--- src/rtl/vga_timing_pkg.sv ---
// rtl/vga_timing_pkg.sv - 640x480 raster timing constants and position helpers
package vga_timing_pkg;

    localparam int POS_W = 10;

    localparam int DEF_H_DISPLAY = 640;
    localparam int DEF_H_FRONT   = 16;
    localparam int DEF_H_SYNC    = 96;
    localparam int DEF_H_BACK    = 48;
    localparam int DEF_V_DISPLAY = 480;
    localparam int DEF_V_FRONT   = 10;
    localparam int DEF_V_SYNC    = 2;
    localparam int DEF_V_BACK    = 33;

    localparam int DEF_H_TOTAL = DEF_H_DISPLAY + DEF_H_FRONT + DEF_H_SYNC + DEF_H_BACK;
    localparam int DEF_V_TOTAL = DEF_V_DISPLAY + DEF_V_FRONT + DEF_V_SYNC + DEF_V_BACK;

    function automatic logic in_window(input logic [POS_W-1:0] p,
                                       input logic [POS_W-1:0] lo,
                                       input logic [POS_W-1:0] hi);
        return (p >= lo) && (p <= hi);
    endfunction

endpackage

--- src/rtl/vga_scan_timer_if.sv ---
// rtl/vga_scan_timer_if.sv - raster timing bundle from the scan timer to display consumers
interface vga_scan_timer_if
    import vga_timing_pkg::*;
#(
    parameter int FRAME_W = 8
);
    logic [POS_W-1:0]   hpos;
    logic [POS_W-1:0]   vpos;
    logic               hsync;
    logic               vsync;
    logic               display_on;
    logic               line_start;
    logic               frame_start;
    logic               vblank_start;
    logic [FRAME_W-1:0] frame_count;
    logic [POS_W-1:0]   fetch_x;
    logic [POS_W-1:0]   fetch_y;
    logic               fetch_active;

    modport master (
        output hpos, vpos, hsync, vsync, display_on, line_start, frame_start,
               vblank_start, frame_count, fetch_x, fetch_y, fetch_active
    );

    modport slave (
        input  hpos, vpos, hsync, vsync, display_on, line_start, frame_start,
               vblank_start, frame_count, fetch_x, fetch_y, fetch_active
    );
endinterface

--- src/rtl/scan_counter_2d.sv ---
// rtl/scan_counter_2d.sv - x/y raster wrap counter with configurable reset position
module scan_counter_2d #(
    parameter int W       = 10,
    parameter int X_TOTAL = 800,
    parameter int Y_TOTAL = 525,
    parameter int RESET_X = 0,
    parameter int RESET_Y = 0
) (
    input  logic         clk,
    input  logic         reset,
    output logic [W-1:0] x,
    output logic [W-1:0] y,
    output logic [W-1:0] next_x,
    output logic [W-1:0] next_y
);
    logic last_x;
    logic last_y;

    // next_* is exposed so the owner can decode registered outputs aligned with x/y
    always_comb begin
        last_x = (x == W'(X_TOTAL - 1));
        last_y = (y == W'(Y_TOTAL - 1));
        next_x = last_x ? '0 : x + W'(1);
        next_y = y;
        if (last_x) begin
            next_y = last_y ? '0 : y + W'(1);
        end
    end

    always_ff @(posedge clk or posedge reset) begin
        if (reset) begin
            x <= W'(RESET_X);
            y <= W'(RESET_Y);
        end else begin
            x <= next_x;
            y <= next_y;
        end
    end
endmodule

--- src/rtl/vga_scan_timer.sv ---
// rtl/vga_scan_timer.sv - raster timing source: position, sync, blanking, events, fetch look-ahead
module vga_scan_timer
    import vga_timing_pkg::*;
#(
    parameter int   H_DISPLAY   = DEF_H_DISPLAY,
    parameter int   H_FRONT     = DEF_H_FRONT,
    parameter int   H_SYNC      = DEF_H_SYNC,
    parameter int   H_BACK      = DEF_H_BACK,
    parameter int   V_DISPLAY   = DEF_V_DISPLAY,
    parameter int   V_FRONT     = DEF_V_FRONT,
    parameter int   V_SYNC      = DEF_V_SYNC,
    parameter int   V_BACK      = DEF_V_BACK,
    parameter logic SYNC_ACTIVE = 1'b0,
    parameter int   LOOKAHEAD   = 2,
    parameter int   FRAME_W     = 8
) (
    input  logic              clk,
    input  logic              reset,
    vga_scan_timer_if.master  vif
);
    localparam int H_TOTAL = H_DISPLAY + H_FRONT + H_SYNC + H_BACK;
    localparam int V_TOTAL = V_DISPLAY + V_FRONT + V_SYNC + V_BACK;

    localparam logic [POS_W-1:0] H_VIS   = POS_W'(H_DISPLAY);
    localparam logic [POS_W-1:0] V_VIS   = POS_W'(V_DISPLAY);
    localparam logic [POS_W-1:0] HS_LO   = POS_W'(H_DISPLAY + H_FRONT);
    localparam logic [POS_W-1:0] HS_HI   = POS_W'(H_DISPLAY + H_FRONT + H_SYNC - 1);
    localparam logic [POS_W-1:0] VS_LO   = POS_W'(V_DISPLAY + V_FRONT);
    localparam logic [POS_W-1:0] VS_HI   = POS_W'(V_DISPLAY + V_FRONT + V_SYNC - 1);

    logic [POS_W-1:0] scan_x, scan_y, scan_nx, scan_ny;
    logic [POS_W-1:0] fetch_x, fetch_y, fetch_nx, fetch_ny;

    logic               hsync_q, vsync_q, display_on_q;
    logic               line_start_q, frame_start_q, vblank_start_q;
    logic [FRAME_W-1:0] frame_count_q;
    logic               fetch_active_q;

    scan_counter_2d #(
        .W(POS_W), .X_TOTAL(H_TOTAL), .Y_TOTAL(V_TOTAL),
        .RESET_X(H_TOTAL - 1), .RESET_Y(V_TOTAL - 1)
    ) u_scan (
        .clk(clk), .reset(reset),
        .x(scan_x), .y(scan_y), .next_x(scan_nx), .next_y(scan_ny)
    );

    // Starts LOOKAHEAD positions past the scan reset point, i.e. just across the frame wrap
    scan_counter_2d #(
        .W(POS_W), .X_TOTAL(H_TOTAL), .Y_TOTAL(V_TOTAL),
        .RESET_X(LOOKAHEAD - 1), .RESET_Y(0)
    ) u_fetch (
        .clk(clk), .reset(reset),
        .x(fetch_x), .y(fetch_y), .next_x(fetch_nx), .next_y(fetch_ny)
    );

    // Decoding the next position keeps every flag coincident with the registered hpos/vpos
    always_ff @(posedge clk or posedge reset) begin
        if (reset) begin
            hsync_q        <= ~SYNC_ACTIVE;
            vsync_q        <= ~SYNC_ACTIVE;
            display_on_q   <= 1'b0;
            line_start_q   <= 1'b0;
            frame_start_q  <= 1'b0;
            vblank_start_q <= 1'b0;
            frame_count_q  <= '1;
            fetch_active_q <= 1'b1;
        end else begin
            hsync_q        <= in_window(scan_nx, HS_LO, HS_HI) ? SYNC_ACTIVE : ~SYNC_ACTIVE;
            vsync_q        <= in_window(scan_ny, VS_LO, VS_HI) ? SYNC_ACTIVE : ~SYNC_ACTIVE;
            display_on_q   <= (scan_nx < H_VIS) && (scan_ny < V_VIS);
            line_start_q   <= (scan_nx == '0);
            frame_start_q  <= (scan_nx == '0) && (scan_ny == '0);
            vblank_start_q <= (scan_nx == '0) && (scan_ny == V_VIS);
            if ((scan_nx == '0) && (scan_ny == '0)) begin
                frame_count_q <= frame_count_q + FRAME_W'(1);
            end
            fetch_active_q <= (fetch_nx < H_VIS) && (fetch_ny < V_VIS);
        end
    end

    assign vif.hpos         = scan_x;
    assign vif.vpos         = scan_y;
    assign vif.hsync        = hsync_q;
    assign vif.vsync        = vsync_q;
    assign vif.display_on   = display_on_q;
    assign vif.line_start   = line_start_q;
    assign vif.frame_start  = frame_start_q;
    assign vif.vblank_start = vblank_start_q;
    assign vif.frame_count  = frame_count_q;
    assign vif.fetch_x      = fetch_x;
    assign vif.fetch_y      = fetch_y;
    assign vif.fetch_active = fetch_active_q;
endmodule

--- src/flat_wrapper.sv ---
// flat-port wrapper written by rule: the top's interface ports become plain ports
module vga_scan_timer_flat import vga_timing_pkg::*;
#(
    parameter int   H_DISPLAY   = DEF_H_DISPLAY,
    parameter int   H_FRONT     = DEF_H_FRONT,
    parameter int   H_SYNC      = DEF_H_SYNC,
    parameter int   H_BACK      = DEF_H_BACK,
    parameter int   V_DISPLAY   = DEF_V_DISPLAY,
    parameter int   V_FRONT     = DEF_V_FRONT,
    parameter int   V_SYNC      = DEF_V_SYNC,
    parameter int   V_BACK      = DEF_V_BACK,
    parameter logic SYNC_ACTIVE = 1'b0,
    parameter int   LOOKAHEAD   = 2,
    parameter int   FRAME_W     = 8
)
  (clk, reset, vif_hpos, vif_vpos, vif_hsync, vif_vsync, vif_display_on, vif_line_start, vif_frame_start, vif_vblank_start, vif_frame_count, vif_fetch_x, vif_fetch_y, vif_fetch_active);
  vga_scan_timer_if #(.FRAME_W(FRAME_W)) vif_i ();
  input  logic clk;
  input  logic reset;
  output wire logic [$bits(vif_i.hpos)-1:0] vif_hpos;
  output wire logic [$bits(vif_i.vpos)-1:0] vif_vpos;
  output wire logic [$bits(vif_i.hsync)-1:0] vif_hsync;
  output wire logic [$bits(vif_i.vsync)-1:0] vif_vsync;
  output wire logic [$bits(vif_i.display_on)-1:0] vif_display_on;
  output wire logic [$bits(vif_i.line_start)-1:0] vif_line_start;
  output wire logic [$bits(vif_i.frame_start)-1:0] vif_frame_start;
  output wire logic [$bits(vif_i.vblank_start)-1:0] vif_vblank_start;
  output wire logic [$bits(vif_i.frame_count)-1:0] vif_frame_count;
  output wire logic [$bits(vif_i.fetch_x)-1:0] vif_fetch_x;
  output wire logic [$bits(vif_i.fetch_y)-1:0] vif_fetch_y;
  output wire logic [$bits(vif_i.fetch_active)-1:0] vif_fetch_active;
  assign vif_hpos = vif_i.hpos;
  assign vif_vpos = vif_i.vpos;
  assign vif_hsync = vif_i.hsync;
  assign vif_vsync = vif_i.vsync;
  assign vif_display_on = vif_i.display_on;
  assign vif_line_start = vif_i.line_start;
  assign vif_frame_start = vif_i.frame_start;
  assign vif_vblank_start = vif_i.vblank_start;
  assign vif_frame_count = vif_i.frame_count;
  assign vif_fetch_x = vif_i.fetch_x;
  assign vif_fetch_y = vif_i.fetch_y;
  assign vif_fetch_active = vif_i.fetch_active;
  vga_scan_timer #(.H_DISPLAY(H_DISPLAY), .H_FRONT(H_FRONT), .H_SYNC(H_SYNC), .H_BACK(H_BACK), .V_DISPLAY(V_DISPLAY), .V_FRONT(V_FRONT), .V_SYNC(V_SYNC), .V_BACK(V_BACK), .SYNC_ACTIVE(SYNC_ACTIVE), .LOOKAHEAD(LOOKAHEAD), .FRAME_W(FRAME_W)) u_core (.clk(clk), .reset(reset), .vif(vif_i));
endmodule
--- config.mk ---
export PLATFORM = sky130hd
export DESIGN_NAME = vga_scan_timer_flat
export DESIGN_NICKNAME = d
export VERILOG_FILES = /design/src/rtl/vga_timing_pkg.sv /design/src/rtl/vga_scan_timer_if.sv /design/src/rtl/scan_counter_2d.sv /design/src/rtl/vga_scan_timer.sv /design/src/flat_wrapper.sv
export SDC_FILE = /design/constraint.sdc
export NUM_CORES = 1
export LEC_CHECK = 0
export ABC_AREA = 1
export BUFFER_PORTS_ARGS = -buffer_cell sky130_fd_sc_hd__buf_2
export CAP_MARGIN = 25
export CORE_AREA = 8 8 81 83
export CTS_BUF_LIST = sky130_fd_sc_hd__clkbuf_8
export CTS_CLUSTER_SIZE = 10
export DETAILED_ROUTE_END_ITERATION = 10
export DIE_AREA = 0 0 89 91
export PLACE_DENSITY = 0.85
export RECOVER_POWER = 100
export SLEW_MARGIN = 20
export SYNTH_ARGS = -nofsm -noshare
export SYNTH_HDL_FRONTEND = slang
export SYNTH_SLANG_ARGS = --single-unit
--- constraint.sdc ---
create_clock -name clk -period 4.78 [get_ports clk]
set_input_delay 0.956 -clock clk [delete_from_list [all_inputs] [get_ports clk]]
set_output_delay 0.956 -clock clk [all_outputs]
set_load 0.02 [all_outputs]
# Word-level counts from Yosys, hierarchy flattened
# Cells that the tools add are included.
[totals]
register_bits = 55
inputBits = 2
[op_classes]
order_cmp = 8
n_reduce_logical = 8
n_addsub = 5
eq_ne = 5
mux = 8
[op_table]
columns = ["cell", "n"]
rows = [
  ["$mux W10", 6],
  ["$add A10 B1 Y10 const B", 4],
  ["$eq A10 B10 Y1 const B", 4],
  ["$logic_not A10 Y1", 2],
  ["$lt A10 B10 Y1 const B", 2],
  ["$lt A10 B9 Y1 const B", 2],
  ["$eq A10 B9 Y1 const B", 1],
  ["$ge A10 B10 Y1 const B", 1],
  ["$ge A10 B9 Y1 const B", 1],
  ["$le A10 B10 Y1 const B", 1],
  ["$le A10 B9 Y1 const B", 1],
  ["$add A8 B1 Y8 const B", 1],
  ["$logic_and A1 B1 Y1", 6],
  ["$mux W1", 2],
]

# Depth between registers and ports, before layout
[logic_depth]
ltp_word = 6
depth_mapped = 15

# Modules after synthesis
# From an unflattened synthesis, not the netlist that was laid out.
[unflattened]
hier_cells = 381
hier_area_um2 = 3067.9
[by_module_without_submodules]
columns = ["module", "area_each_um2", "seq_area_each_um2", "instances", "cells_each"]
rows = [
  ["scan_counter_2d (u_core.u_scan)", 1122.3, 513.0, 1, 137],
  ["scan_counter_2d (u_core.u_fetch)", 1111.1, 501.7, 1, 137],
  ["vga_scan_timer", 834.6, 389.1, 1, 107],
]

# Worst setup path after synthesis
# Ideal clock, no wire load.
[synth_timing]
kind = "reg2reg"
start = "register u_core.u_scan.x[0]"
end = "register u_core.frame_count_q[4], in the netlist u_core.vif.frame_count[4]"
required_time_ps = 4704
stages_incl_launch_ff = 15
t_arrival_ps = 1957
setup_slack_ps = 2747
setup_time_ps = 76
path_cell_list = "dfstp_2 > ha_1 > nand2_1 > inv_2 > nand2_4 > clkinv_2 > nand2_2 > nand2_1 > nand2_2 > nor2_2 > nand2_4 > nor2_8 > nand3_4 > nand2_1 > nand2_1"
[synth_via]
elab_chain_cells = 4
[synth_lines]
columns = ["element", "line", "text"]
rows = [
  ["from (decl)", "scan_counter_2d.sv:11", "output logic [W-1:0] x,"],
  ["from (signal assigned)", "scan_counter_2d.sv:32", "x <= W'(RESET_X);"],
  ["from (signal assigned)", "scan_counter_2d.sv:35", "x <= next_x;"],
  ["$eq A10 B10 Y1", "scan_counter_2d.sv:21", "last_x = (x == W'(X_TOTAL - 1));"],
  ["$mux W10", "scan_counter_2d.sv:25", "if (last_x) begin"],
  ["via u_core.scan_ny[1]", "vga_scan_timer.sv:31", "logic [POS_W-1:0] scan_x, scan_y, scan_nx, scan_ny;"],
  ["$logic_not A10 Y1", "vga_scan_timer.sv:74", "if ((scan_nx == '0) && (scan_ny == '0)) begin"],
  ["$logic_and A1 B1 Y1", "vga_scan_timer.sv:74", ""],
  ["to (signal assigned)", "vga_scan_timer.sv:75", "frame_count_q <= frame_count_q + FRAME_W'(1);"],
  ["to (decl)", "vga_scan_timer.sv:36", "logic [FRAME_W-1:0] frame_count_q;"],
]
# The timed path passes the listed nets, and every way through them passes these cells.
# A chain may end at the register's enable or synchronous reset.

# Final worst setup path
# Ends and elaborated chain as after synthesis.

==> qor.tcl <==
set qor(r2r-start) {u_core.u_scan.x[0]$_DFF_PP1_}
set qor(rows) 27
set qor(cts_root_buf) {sky130_fd_sc_hd__clkbuf_8}
set qor(ctsResizeCount) 0
set qor(hold_start) {u_core.vif.frame_count[6]$_DFFE_PP1P_}
set qor(slew-limit-headroom_pct) 51.5
set qor(cts_post_setup_buffers_inserted) 0
set qor(vias_per_cell) 5.28
set qor(die_footprint_sq_mm) 0.00810
set qor(hp-class) {reg2reg}
set qor(first_global_vias) 2730
set qor(synth_top_cell_by_area) {sky130_fd_sc_hd__dfrtp_1}
set qor(cellPowerDensity_mw_per_mm2) 237
set qor(crit_required_ns) 5.02
set qor(yosys-top-cells-count) {102 x sky130_fd_sc_hd__nand2_1, 54 x sky130_fd_sc_hd__inv_1, 38 x sky130_fd_sc_hd__nor2_1, 34 x sky130_fd_sc_hd__nand3_1, 33 x sky130_fd_sc_hd__dfrtp_1}
set qor(vdd_drop_max_uv) 184
set qor(finalWorstSetupSlack_ns) 1.62
set qor(fp.dieH_microns) 91
set qor(area_growth_pct) 10.6
set qor(rr_endpoint) {u_core.vif.frame_count[4]$_DFFE_PP1P_}
set qor(async_flop_share_pct) 100
set qor(postRouteWirelength_microns) 6970
set qor(cts_inserted_buffers) 5
set qor(status) {complete, no violations}
set qor(detail_route.iter0.violations) 99
set qor(ys_seq_elements) 55
set qor(cp_common_cell) {sky130_fd_sc_hd__nand2_1}
set qor(synth.cell_area_sq_mm) 0.00317
set qor(fillCellCount) 478
set qor(timing.final.setup_violations) 0
set qor(worst_pin_slew_ns) 0.722
set qor(drtAntennaViolNets) 0
set qor(drtPass1Iterations) 4
set qor(initial_core_util_pct) 59.4
set qor(synthMostInstantiatedCell) {sky130_fd_sc_hd__nand2_1}
set qor(count_of_max_cap_constraint_violations) 0
set qor(synthCells) 396
set qor(global_route_usage_sum_pct) 18.0
set qor(worstRegToRegCells) 11
set qor(timing.final.hold_violations) 0
set qor(synth.yosys.warnings) 0
set qor(worstSetupPathType) {reg2reg}
set qor(nNetsFinal) 469
set qor(cts_tree) {built}
set qor(place_congestion) 0.880
set qor(grt_setup_unrepaired) {false}
set qor(synth-seq-area-share_pct) 44.2
set qor(critical_path_arrival_ns) 3.40
set qor(avgSynthCellArea_sq_um) 8.01
set qor(hold-path-cell-count) 2
set qor(worst_path_largest_cell_delay_ns) 0.59
set qor(post-route-min-period_ns) 3.16
set qor(drc) 0
set qor(io-pin-count) 57
set qor(fin_tns_setup_ns) 0
set qor(grt_first_pass_wirelength_microns) 11900
set qor(detail_placement_hpwl_microns) 5310
set qor(critical_path.top_delay_family) {simple AND/OR/NAND/NOR gates}
set qor(number_of_clock_sinks) 55
set qor(vias) 2811
set qor(worst_r2r_setup_slack_ns) 1.62
set qor(die_w_microns) 89
set qor(critical_path_cell_count) 11
set qor(grt_start_max_net_pins) 56
set qor(post-synth-top-area-fraction_pct) 26.0
set qor(max_clock_freq_mhz) 316
set qor(multiInputGateArea_sq_mm) 0.00142
set qor(area.sequential_sq_mm) 0.00140
set qor(worst_setup_path_end_kind) {flop}
set qor(hold-worst-slack_ns) 0.494
set qor(worstSetupStartpointType) {flop}
set qor(detailedPlace.worstSlack_ns) 2.50
set qor(post-route-util_pct) 65.8
set qor(cp_cell_sequence) {ha_1, nand2_1, inv_1, nand2_1, nor2_1, nand2_2, xnor2_1, nor2_1, nand3_1, nand2_1, nand2_1}
set qor(cts-root-to-sink-buffers) 2
set qor(skew_ns) 0.00652
set qor(synth.area.top_cells) {sky130_fd_sc_hd__dfrtp_1 26%, sky130_fd_sc_hd__dfstp_2 18%, sky130_fd_sc_hd__nand2_1 12%}
set qor(synth_enable_flop_cells) 0
set qor(drt-wirelength-per-cell_microns) 13.1
set qor(post_cts_clock_slew_at_the_launch_and_capture_registers_of_the_worst_setup_and_hold_paths_ns) 0.10
set qor(grt-ovfl-total) 0
set qor(slew_viol_final) 0
set qor(port_buffer_count) 56
set qor(cp.buffers_inverters) 1
set qor(whs_endpoint) {u_core.vif.frame_count[6]$_DFFE_PP1P_}
set qor(synth.lib_cells_used.distinct) 38
set qor(cts.hold.buffers_added) 0
set qor(core_area_sq_mm) 0.00534
set qor(drive_gt1_share_pct) 11.3
set qor(clk_latency_worst_skew_pair_ns) 0.31
set qor(final.period_utilization_pct) 66.2
set qor(cts_htree_levels) 2
set qor(ys_dominant_reg_cell) {sky130_fd_sc_hd__dfrtp_1}
set qor(power.leakage_nw) 1.76
set qor(number_of_nets_in_the_synthesized_netlist) 406
set qor(timing.critical_path.fanout_max) 10
set qor(num_antenna_cells) 0
set qor(critical_path.slowest_cell) {sky130_fd_sc_hd__dfstp_1}
set qor(antenna_violations_before_repair) 0
metrics by stage:
step / cells / power (mW) / cell area [sq um]
after floorplan: 396 / 0.481 / 3170
after global placement: 524 / 0.484 / 3550
after detailed placement: 524 / 0.485 / 3550
after CTS: 532 / 0.839 / 3680
after global routing: 532 / 0.853 / 3510
final: 532 / 0.832 / 3510
worst min-delay path, cell delays in order (launching register included):
cell,delay (ns)
sky130_fd_sc_hd__dfstp_2,0.40
sky130_fd_sc_hd__nand2_1,0.06
sky130_fd_sc_hd__nand2_1,0.05
report_power, final:
part,internal [mW],leakage [nW],switching (mW)
Sequential,0.466,0.668,0
Clock,0.207,0.0695,0.150
Combinational,0.000876,1.02,0.00851
worst max path at each step:
stage	startpoint	to	slack, ns
2_1_floorplan	reset	u_core.u_fetch.x[1]$_DFF_PP0_	2.52
3_3_place_gp	u_core.u_scan.x[0]$_DFF_PP1_	u_core.vif.frame_count[6]$_DFFE_PP1P_	2.56
3_5_place_dp	u_core.u_scan.x[0]$_DFF_PP1_	u_core.vif.frame_count[4]$_DFFE_PP1P_	2.50
4_1_cts	u_core.u_scan.x[0]$_DFF_PP1_	u_core.vif.frame_count[4]$_DFFE_PP1P_	2.49
5_1_grt	u_core.u_scan.x[0]$_DFF_PP1_	u_core.vif.frame_count[4]$_DFFE_PP1P_	1.29
6_report	u_core.u_scan.x[0]$_DFF_PP1_	u_core.vif.frame_count[4]$_DFFE_PP1P_	1.62
registers in the layout (all words and copies together) (netlist names), 8 cells and up:
| name | cells |
|---|---|
| u_core.u_scan.y | 10 |
| u_core.u_scan.x | 10 |
| u_core.vif.frame_count | 8 |
| u_core.u_fetch.y | 10 |
| u_core.u_fetch.x | 10 |
layout by cell type (no fill, tap or decap), types with 6 or more instances in the layout:
cell type                    n
sky130_fd_sc_hd__nand2_1   108
sky130_fd_sc_hd__nand4_1    21
sky130_fd_sc_hd__nor2_1     41
sky130_fd_sc_hd__nor3_1      9
sky130_fd_sc_hd__nand3_1    35
sky130_fd_sc_hd__o21ai_0    13
sky130_fd_sc_hd__dfstp_2    15
sky130_fd_sc_hd__ha_1        8
sky130_fd_sc_hd__nand2_2     6
sky130_fd_sc_hd__buf_2       6
sky130_fd_sc_hd__inv_1      56
sky130_fd_sc_hd__dfrtp_1    33
sky130_fd_sc_hd__xor2_1      6
sky130_fd_sc_hd__clkbuf_1   50
sky130_fd_sc_hd__dfstp_1     7
layer usage:
layer	vias to the layer above	wire [microns]	global-route usage (%)
met1	1322	3040	22.6
met3	10	486	3.87
met5	-	0	0
li1	1388	-	-
met4	0	95	5.83
met2	91	3350	29.9
cell type report:
type	count	area share (%)
inverter	62	6.70
multi-input combinational	278	40.5
clock inverter	3	1.82
tap	72	2.57
clock buffer	5	1.96
timing repair buffer	57	6.42
sequential	55	40.0
logic make-up (layout without fill, tap and decap cells):
| group | count (synthesis) | after routing | share of synthesized area (%) |
|---|---|---|---|
| adder cells (fa/ha/maj) | 8 | 8 | 3.15 |
| buffers and inverters | 63 | 127 | 7.57 |
| AND/OR/NAND/NOR | 235 | 235 | 36.9 |
| AO/OA/AOI/OAI | 24 | 24 | 4.46 |
| XOR/XNOR | 11 | 11 | 3.63 |
| flip-flops | 55 | 55 | 44.2 |
(Power assumes the default switching activity.)
